## src/rtl/wam_pkg.sv

```systemverilog
// wam_pkg: shared constants, types and BCD helpers for the whack-a-mole
// player-input block (wam_hit and its debouncer wam_deb).
package wam_pkg;

  localparam int NUM_HOLES = 8;

  typedef logic [3:0] bcd_t;

  localparam logic [11:0] SCORE_MAX = 12'h999;

  // Number of set bits in a hole vector (0..8).
  function automatic logic [3:0] popcount(input logic [NUM_HOLES-1:0] v);
    logic [3:0] c;
    c = 4'd0;
    for (int i = 0; i < NUM_HOLES; i++) begin
      c = c + {3'b000, v[i]};
    end
    return c;
  endfunction

  // Add n (0..8) to a 3-digit BCD score with decimal carry; clamp at 999.
  function automatic logic [11:0] bcd_add_clamp(input logic [11:0] s, input logic [3:0] n);
    logic [4:0]  ones;
    logic [4:0]  tens;
    logic [4:0]  hund;
    logic [11:0] r;
    ones = {1'b0, s[3:0]} + {1'b0, n};
    tens = {1'b0, s[7:4]};
    hund = {1'b0, s[11:8]};
    if (ones >= 5'd10) begin
      ones = ones - 5'd10;
      tens = tens + 5'd1;
    end else begin
      ones = ones;
    end
    if (tens >= 5'd10) begin
      tens = tens - 5'd10;
      hund = hund + 5'd1;
    end else begin
      tens = tens;
    end
    if (hund >= 5'd10) begin
      r = SCORE_MAX;
    end else begin
      r = {hund[3:0], tens[3:0], ones[3:0]};
    end
    return r;
  endfunction

  // Subtract 1 from a 3-digit BCD score with decimal borrow; floor at 000.
  function automatic logic [11:0] bcd_dec_floor(input logic [11:0] s);
    bcd_t        o;
    bcd_t        t;
    bcd_t        h;
    logic [11:0] r;
    o = s[3:0];
    t = s[7:4];
    h = s[11:8];
    if (s == 12'h000) begin
      r = 12'h000;
    end else begin
      if (o != 4'd0) begin
        o = o - 4'd1;
      end else begin
        o = 4'd9;
        if (t != 4'd0) begin
          t = t - 4'd1;
        end else begin
          t = 4'd9;
          h = h - 4'd1;
        end
      end
      r = {h, t, o};
    end
    return r;
  endfunction

endpackage

```

## src/rtl/wam_hit_if.sv

```systemverilog
// wam_hit_if: player-side bus of wam_hit. The master drives buttons, mole
// map and game controls; the slave (wam_hit) returns pulses and score.
interface wam_hit_if;
  import wam_pkg::*;

  logic [NUM_HOLES-1:0] btn;
  logic [NUM_HOLES-1:0] holes;
  logic                 en;
  logic                 clr;
  logic [NUM_HOLES-1:0] hit;
  logic                 miss;
  logic [11:0]          score;
  logic                 sat;

  modport master (output btn, holes, en, clr, input hit, miss, score, sat);
  modport slave  (input btn, holes, en, clr, output hit, miss, score, sat);
endinterface

```

## src/rtl/wam_deb.sv

```systemverilog
// wam_deb: one-bit 2-flop synchronizer, debouncer and rising-edge detector.
// A new level is accepted after DB_CYCLES consecutive differing samples.
module wam_deb #(
  parameter int DB_CYCLES = 4
) (
  input  logic clk,
  input  logic rst,
  input  logic din,
  output logic rise
);

  localparam logic [7:0] DB_LAST = 8'(DB_CYCLES - 1);

  logic       meta;
  logic       sync;
  logic       lvl;
  logic       lvl_d;
  logic [7:0] cnt;

  // Bring the asynchronous button into the clk domain.
  always_ff @(posedge clk or posedge rst) begin
    if (rst) begin
      meta <= 1'b0;
      sync <= 1'b0;
    end else begin
      meta <= din;
      sync <= meta;
    end
  end

  // Accept a new level only after DB_CYCLES consecutive differing samples.
  always_ff @(posedge clk or posedge rst) begin
    if (rst) begin
      lvl <= 1'b0;
      cnt <= 8'd0;
    end else if (sync == lvl) begin
      cnt <= 8'd0;
    end else if (cnt == DB_LAST) begin
      lvl <= ~lvl;
      cnt <= 8'd0;
    end else begin
      cnt <= cnt + 8'd1;
    end
  end

  // Remember the previous stable level for rise detection.
  always_ff @(posedge clk or posedge rst) begin
    if (rst) begin
      lvl_d <= 1'b0;
    end else begin
      lvl_d <= lvl;
    end
  end

  assign rise = lvl & ~lvl_d;

endmodule

```

## src/rtl/wam_hit.sv

```systemverilog
// wam_hit: debounces the eight hole buttons, judges each press against the
// raised moles and keeps the saturating 3-digit BCD score.
// Optional feature macro: WAM_PENALTY_EN -- a miss cycle subtracts one point
// (floored at 000) after the hit addition.
module wam_hit
  import wam_pkg::*;
#(
  parameter int DB_CYCLES = 4
) (
  input logic       clk,
  input logic       rst,
  wam_hit_if.slave  bus
);

  logic [NUM_HOLES-1:0] rise;
  logic [NUM_HOLES-1:0] hit_n;
  logic                 miss_n;
  logic [11:0]          sum;
  logic [11:0]          score_n;
  logic [NUM_HOLES-1:0] hit_q;
  logic                 miss_q;
  logic [11:0]          score_q;
  logic                 sat_q;

  for (genvar i = 0; i < NUM_HOLES; i++) begin : g_deb
    wam_deb #(.DB_CYCLES(DB_CYCLES)) u_deb (
      .clk  (clk),
      .rst  (rst),
      .din  (bus.btn[i]),
      .rise (rise[i])
    );
  end

  // Judge press events and compute the next score; clr dominates, en gates.
  always_comb begin
    hit_n   = {NUM_HOLES{1'b0}};
    miss_n  = 1'b0;
    sum     = score_q;
    score_n = score_q;
    if (bus.clr) begin
      score_n = 12'h000;
    end else if (bus.en) begin
      hit_n  = rise & bus.holes;
      miss_n = |(rise & ~bus.holes);
      sum    = bcd_add_clamp(score_q, popcount(hit_n));
`ifdef WAM_PENALTY_EN
      if (miss_n) begin
        score_n = bcd_dec_floor(sum);
      end else begin
        score_n = sum;
      end
`else
      score_n = sum;
`endif
    end else begin
      score_n = score_q;
    end
  end

  // Register pulses, score and saturation flag together.
  always_ff @(posedge clk or posedge rst) begin
    if (rst) begin
      hit_q   <= {NUM_HOLES{1'b0}};
      miss_q  <= 1'b0;
      score_q <= 12'h000;
      sat_q   <= 1'b0;
    end else begin
      hit_q   <= hit_n;
      miss_q  <= miss_n;
      score_q <= score_n;
      sat_q   <= (score_n == SCORE_MAX);
    end
  end

  assign bus.hit   = hit_q;
  assign bus.miss  = miss_q;
  assign bus.score = score_q;
  assign bus.sat   = sat_q;

endmodule

```

## src/flat_wrapper.sv

```systemverilog
// flat-port wrapper written by rule: the top's interface ports become plain ports
module wam_hit_flat import wam_pkg::*;
#(
  parameter int DB_CYCLES = 4
)
  (clk, rst, bus_btn, bus_holes, bus_en, bus_clr, bus_hit, bus_miss, bus_score, bus_sat);
  wam_hit_if bus_i ();
  input logic clk;
  input logic rst;
  input wire logic [$bits(bus_i.btn)-1:0] bus_btn;
  input wire logic [$bits(bus_i.holes)-1:0] bus_holes;
  input wire logic [$bits(bus_i.en)-1:0] bus_en;
  input wire logic [$bits(bus_i.clr)-1:0] bus_clr;
  output wire logic [$bits(bus_i.hit)-1:0] bus_hit;
  output wire logic [$bits(bus_i.miss)-1:0] bus_miss;
  output wire logic [$bits(bus_i.score)-1:0] bus_score;
  output wire logic [$bits(bus_i.sat)-1:0] bus_sat;
  assign bus_i.btn = bus_btn;
  assign bus_i.holes = bus_holes;
  assign bus_i.en = bus_en;
  assign bus_i.clr = bus_clr;
  assign bus_hit = bus_i.hit;
  assign bus_miss = bus_i.miss;
  assign bus_score = bus_i.score;
  assign bus_sat = bus_i.sat;
  wam_hit #(.DB_CYCLES(DB_CYCLES)) u_core (.clk(clk), .rst(rst), .bus(bus_i));
endmodule
```

## config.mk

```make
export PLATFORM = sky130hd
export DESIGN_NAME = wam_hit_flat
export DESIGN_NICKNAME = d
export VERILOG_FILES = /design/src/rtl/wam_pkg.sv /design/src/rtl/wam_hit_if.sv /design/src/rtl/wam_deb.sv /design/src/rtl/wam_hit.sv /design/src/flat_wrapper.sv
export SDC_FILE = /design/constraint.sdc
export NUM_CORES = 1
export LEC_CHECK = 0
export ABC_CLOCK_PERIOD_IN_PS = 6300
export BUFFER_PORTS_ARGS = -buffer_cell sky130_fd_sc_hd__buf_2
export CAP_MARGIN = 20
export CELL_PAD_IN_SITES_DETAIL_PLACEMENT = 2
export CELL_PAD_IN_SITES_GLOBAL_PLACEMENT = 2
export CORE_MARGIN = 10
export CORE_UTILIZATION = 36
export CTS_CLUSTER_SIZE = 24
export DETAILED_ROUTE_END_ITERATION = 12
export GPL_ROUTABILITY_DRIVEN = 1
export HOLD_SLACK_MARGIN = 0.12
export MAX_ROUTING_LAYER = met4
export PLACE_DENSITY = 0.77
export SLEW_MARGIN = 10
export SYNTH_ARGS = -nofsm -noshare
export SYNTH_HDL_FRONTEND = slang
export SYNTH_HIERARCHICAL = 1
export SYNTH_SLANG_ARGS = --single-unit
```

## constraint.sdc

```tcl
create_clock -name clk -period 6.3 [get_ports clk]
set_input_delay 0.315 -clock clk [delete_from_list [all_inputs] [get_ports clk]]
set_output_delay 0.315 -clock clk [all_outputs]
set_load 0.01 [all_outputs]
```

---- Word-level counts from Yosys, hierarchy flattened ----
Cells that the tools add are included.
storage, ports and cells
  ROM bits ................................ 0
  memories ................................ 0
  latch bits .............................. 0
  register bits ........................... 118
  RAM bits ................................ 0
  word-level logic and storage cells ...... 159
cells by class
  $mul .................................... 0
  add/subtract/negate cells ............... 20
  eq/ne operators ......................... 17
  bitwise gates (word level) .............. 35
  div/mod/pow operators ................... 0
  mux-type cells .......................... 31
  reduce and logical (&&, ||, !) cells .... 9
  magnitude comparators ................... 3
  shifts and indexed selects .............. 0
operator list
  cell                  number
  $mux 8                18
  $add 8x1->8 const B   8
  $eq 8x2->1 const B    8
  $mux 12               3
  $mux 5                6
  $add 4x1->4           6
  $not 1->1             24
  $and 8x8->8           2
  $reduce_and 2->1      8
  $ge 5x4->1 const B    3
  $eq 12x12->1 const B  1
  $add 4x1->5 const B   2
  $and 1x1->1           8
  $eq 1x1->1            8
  $mux 4                2
  $not 8->8             1
  $reduce_or 8->1       1
  $sub 4x4->4 const B   2
  $add 4x4->5           1
  $add 1x1->2           1
  $mux 1                2

---- Logic depth before layout (Yosys ltp) ----
  depth in word-level cells ............... 24
  depth in mapped cells ................... 22
  mapped depth without buffers ............ 22

---- By module ----
The synthesis kept the hierarchy.
by module, submodules not included
  module   cells each  instances  area each (µm²)  seq. area each (µm²)
  wam_deb  47          8          528.0            300.3
  wam_hit  210         1          1845.5           550.5

---- Worst setup path after synthesis ----
OpenSTA, ideal clock, no wires.
  path type ............................... reg-to-reg
  start point ............................. register u_core.g_deb[0].u_deb.lvl
  end point ............................... register u_core.sat_q (netlist: u_core/bus.sat)
  setup slack ............................. 0.311 ns
  setup time .............................. 0.130 ns
  path buffers ............................ 0
  data arrival time ....................... 5.860 ns
  stages on the path, launching flop included .. 22
  cells stage by stage .................... dfrtp_1 -> nor2b_1 -> nand2_1 -> fa_1 -> fa_1 -> fa_1 -> inv_1 -> fa_1 -> inv_1 -> fa_1 -> ha_1 -> nor2b_1 -> a32oi_2 -> nand2_2 -> mux2i_1 -> ha_1 -> o21ai_0 -> mux2_4 -> nand2_2 -> mux2_2 -> o32ai_1 -> nor4_2
between the ends
  word-level cells in the longest chain between the ends .. 23
RTL lines
  what                          RTL line       source
  from (decl)                   wam_deb.sv:16  logic lvl;
  from (signal assigned)        wam_deb.sv:39  lvl <= ~lvl;
  $and 1x1->1 (*)               wam_deb.sv:55  assign rise = lvl & ~lvl_d;
  via u_core.rise[0]            wam_hit.sv:15  logic [NUM_HOLES-1:0] rise;
  $and 8x8->8 (*)               wam_hit.sv:43  hit_n = rise & bus.holes;
  $add 1x1->2 (*)               wam_pkg.sv:16  c = c + {3'b000, v[i]};
  $add 4x1->4 (*) (6 in a row)  wam_pkg.sv:16
  $add 4x4->5 (*)               wam_pkg.sv:27  ones = {1'b0, s[3:0]} + {1'b0, n};
  $ge 5x4->1                    wam_pkg.sv:30  if (ones >= 5'd10) begin
  $mux 5                        wam_pkg.sv:30
  (+3 left out)                 n/a
  $mux 5                        wam_pkg.sv:36  if (tens >= 5'd10) begin
  $mux 5                        wam_hit.sv:42  end else if (bus.en) begin
  $mux 5                        wam_hit.sv:40  if (bus.clr) begin
  $ge 5x4->1                    wam_pkg.sv:42  if (hund >= 5'd10) begin
  $mux 12 (*)                   wam_pkg.sv:42
  $mux 12 (*)                   wam_hit.sv:42
  $mux 12 (*)                   wam_hit.sv:40
  $eq 12x12->1 (*)              wam_hit.sv:71  sat_q <= (score_n == SCORE_MAX);
  to (signal assigned)          wam_hit.sv:71
  to (decl)                     wam_hit.sv:23  logic sat_q;
Mark *: on every way through the listed nets, which the timed path passes. The rest lies on a longest branch. The select of a mux whose other input is x is not followed.
A chain may end at the register's enable or synchronous reset.

---- Final worst setup path ----
  start point ............................. register u_core.g_deb[2].u_deb.lvl
  end point ............................... register u_core.sat_q (netlist: u_core/bus.sat)
between the ends
  word-level cells in the longest chain between the ends .. 22
RTL lines
  what                          RTL line       source
  from (decl)                   wam_deb.sv:16
  from (signal assigned)        wam_deb.sv:39
  $and 1x1->1 (*)               wam_deb.sv:55
  via u_core.rise[2]            wam_hit.sv:15
  $and 8x8->8 (*)               wam_hit.sv:43
  $add 4x1->4 (*) (6 in a row)  wam_pkg.sv:16
  $add 4x4->5 (*)               wam_pkg.sv:27
  $ge 5x4->1                    wam_pkg.sv:30
  $mux 5                        wam_pkg.sv:30
  $mux 5                        wam_hit.sv:42
  (+3 left out)                 n/a
  $mux 5                        wam_hit.sv:42
  $mux 5                        wam_hit.sv:40
  $ge 5x4->1                    wam_pkg.sv:42
  $mux 12 (*)                   wam_pkg.sv:42
  $mux 12 (*)                   wam_hit.sv:42
  $mux 12 (*)                   wam_hit.sv:40
  via u_core.score_n[0]         wam_hit.sv:19  logic [11:0] score_n;
  $eq 12x12->1 (*)              wam_hit.sv:71
Marked as above.

==> impl_results.md <==
* Worst setup endpoint: u_core/bus.sat
* Post-DP HPWL at between 10000 and 15000 um
* Port bufs at 41
* Cell mode on critical path: fa_1
* Final worst path period need at about 6.3 ns
* Beginning of the worst register-to-register path: u_core/g_deb[2].u_deb/lvl
* Crit-path max FO at 6
* 1st-pass router iterations at 4
* IO Count at between 40 and 50
* Number of vias per cell at 5.34
* Final Util at about 45%
* Fillers at roughly 1700
* Initial DRC count at 247
* WHS at 0.223 ns
* Clock sink count at 118
* Seq cells post-synth at 118
* Crit-path cells: nor2b_4, nand2_1, fa_1, fa_1, fa_1, inv_1, fa_1, inv_1, fa_2, buf_4, nor2_1, nand2_1, a32oi_2, nand3_2, xor2_2, ha_4, o21ai_0, mux2_4, a21o_1, a311oi_2, o2111ai_2, nor4_2
* Setup Viol. Count Final at 0
* GP Congestion at 0.846
* Core Area at about 17000 um^2
* Min-delay worst type: in2reg
* Final slew viol count at 0
* CTS tree: built
* Diode count at 0
* FMAX at 159 MHz
* Clock transition at the registers of the reported paths at roughly 0.060 ns
* Worst reg2reg path depth at 22
* Total Power at 3.28 mW
* Ys flop type: dfrtp_1
* Layout cells sized above 1 at 21.8%
* Initial Util at a little over a third
* Largest net degree at the start of global routing at 23
* Area Growth Syn to Fin at 22.8%
* First-pass GRT wire length at 30300 um
* Power Dens Cells at roughly 440 nW/um^2
* Mapped cell area at around 6100 um^2
* Std cell rows at between 40 and 50
* Max clock buf depth at 2
* DIE HEIGHT at 150 um
* Max Cap Viol at 0
* Final worst-path cycle share at 99.7%
* Total CTS buffers at 17
* Syn nets at 637
* CP Launch Type: flop
* Yosys top cell area share at slightly below 50%
* Multi-input gate area in the final layout at 3070 um^2
* Critical Path End Type: flop
* Root Driver: clkbuf_16
* Clk_lat worst skew at 0.42 ns
* Critical path class: reg2reg
* Arrival time at the worst endpoint at 6.61 ns
* Post-synthesis sequential area ratio at 48.6%
* Clk_skew at about 0.0068 ns
* Peak VDD IR at 0.203 mV
* Crit path launch: u_core/g_deb[2].u_deb/lvl
* Drc violations at 0
* Setup TNS at 0 ns
* Via count at 4804
* Leakage at 3.40 nW
* Slowest CP cell: fa_1
* Flop2flop setup slack at ~0.019 ns
* Synth warnings at 6
* Distinct cells, synth at 59
* Routed wire length at 18900 um
* Register area at 2950 um^2
* Relative slew margins at 32.0%
* Global-route usage over all layers at 17.6%
* Post-Syn Instances at 586
* Initial antenna violation count at 0
* CP Data Required Time at 6.63 ns
* Status: finished, final reports clean
* Final hold vios at 0
* Die width at 150 um
* Ys async rst share at 100%
* Average cell area after synthesis at 10.4 um^2
* Worst path max stage delay at 0.58 ns
* DR WL/cell at 21.0 um
* Cell taking the most area after synthesis: dfrtp_1
* Top post-synthesis cells by area: dfrtp_1 49%, ha_1 5.4%, nor2_1 4.0%
* H-tree levels at 4
* Actual slew at the worst max-slew pin at 1.02 ns
* Post-synth EDFFs at 0
* Detail Route Antenna Nets at 0
* Critical R2R Capture: u_core/bus.sat
* # nets final at between 700 and 800
* Die footprint at 22500 um^2
* Grt total ovfl at 0
* Vias in the first global route at between 5000 and 6000
## layout make-up
cell class | count | share of cell area [%]
repair buffers | 66 | 5.57
well taps | 220 | 3.69
clock inverters | 9 | 1.34
flip-flops and latches | 118 | 39.6
inverters | 44 | 2.22
clock buffers | 23 | 6.41
multi-input cells | 419 | 41.1
## cell usage in the layout, fill, tap and decap left out, types with 4 or more instances in the layout
cell and count:
or3_1 24, fa_1 4, nor2b_1 11, nor4_1 5, dfrtp_1 118, nand2b_1 5, a21oi_1 22, and2_1 4
nor2_1 64, nand3_1 35, and3_1 4, clkinv_2 5, o21ai_0 32, ha_1 24, xor2_1 16, dlygate4sd3_1 9
buf_4 16, a21o_1 10, buf_2 41, a31oi_1 6, nor3b_1 4, nand2_1 33, a21oi_2 8, nor4b_2 8
inv_1 44, mux2_2 10, xnor2_1 20, nor3_1 11, clkbuf_16 17, nand4_2 8
## kinds of logic after synthesis
group,share of synthesized area [%]
AOI/OAI and AO/OA,11.4
xor gates and xnor gates,5.61
adders and majority gates,7.01
buffers and inverters,3.05
DFF,48.6
muxes,2.76
and+or+nand+nor,21.5
## critical path: cells and delay by family (launching register included)
family                   cells  cell delay, ns
AO/OA/AOI/OAI                5            1.25
XOR/XNOR                     1            0.24
adder cells (fa/ha/maj)      6            2.73
buffers and inverters        3            0.39
flip-flops                   1            0.38
multiplexers                 1            0.34
AND/OR/NAND/NOR              6            0.85
## where the power goes
part | internal (mW) | leakage, nW | total (mW) | switching (mW)
registers | 0.889 | 1.56 | 1.06 | 0.169
logic | 0.561 | 1.56 | 1.27 | 0.707
clock network | 0.609 | 0.283 | 0.955 | 0.346
## repair_timing
item,4_1_cts,5_1_grt
setup buffers,3,11
gates resized for setup,9,14
hold buffers,9,0
pin swaps,2,7
endpoints found under the setup margin,4,13
endpoints found under the hold margin,104,0
cloned,0,0
## cells in the mapped netlist, types with 2 or more instances
cell,count
mux2i_1,4
nand3_1,36
a31oi_1,6
nor4_1,5
a22o_1,2
nand4_2,8
nor2_1,64
or3_1,25
and3_1,4
o21ai_0,32
a221oi_1,2
mux2_2,10
and2_1,4
nor4b_2,9
a21o_1,10
a21oi_2,8
inv_1,44
xor2_1,17
a211oi_1,2
a21oi_1,22
dfrtp_1,118
nor3_1,11
nor2b_1,14
nand2b_1,5
nand2_2,2
o22ai_1,2
nor3b_1,4
nand4b_1,3
xnor2_1,20
ha_1,26
nand2_1,33
fa_1,5
clkbuf_1,3
## sequential cells by signal, summed over array words and instances, names as in the netlist
signal and flops:
u_core/bus.hit 8, u_core/bus.miss 1, u_core/bus.sat 1, u_core/bus.score 12, u_core/g_deb.u_deb/cnt 64, u_core/g_deb.u_deb/lvl 8
u_core/g_deb.u_deb/lvl_d 8, u_core/g_deb.u_deb/meta 8, u_core/g_deb.u_deb/sync 8
## through the flow
stage | cell area (um^2) | std cells | setup WS, ns
3_3_place_gp | 6550 | 844 | 0.211
6_report | 7450 | 899 | 0.0189
3_5_place_dp | 6550 | 844 | -0.171
4_1_cts | 7270 | 888 | 0.00412
2_1_floorplan | 6070 | 586 | 0.311
5_1_grt | 7450 | 899 | -0.179
## worst min-delay path by stage
| stage | startpoint | end | slack [ns] | depth (start not counted) |
|---|---|---|---|---|
| 2_1_floorplan | rst | u_core/g_deb[0].u_deb/cnt[0] | 0.18 | 1 |
| 3_3_place_gp | u_core/g_deb[1].u_deb/meta | u_core/g_deb[1].u_deb/sync | 0.33 | 0 |
| 3_5_place_dp | u_core/g_deb[6].u_deb/meta | u_core/g_deb[6].u_deb/sync | 0.34 | 0 |
| 4_1_cts | bus_holes[4] | u_core/bus.hit[4] | 0.20 | 3 |
| 5_1_grt | bus_holes[2] | u_core/bus.hit[2] | 0.22 | 3 |
| 6_report | bus_holes[6] | u_core/bus.hit[6] | 0.22 | 3 |
## per-layer routing
metal	routed length [um]	vias up	GRT usage, %	part of all wire, %
li1	-	2207	-	-
met2	10300	89	31.2	55
met3	649	29	3.62	3.4
met5	0	-	-	0
met1	7590	2479	19.3	40
met4	357	0	5.83	1.9
Note: power is estimated with default switching activity, not from simulation.
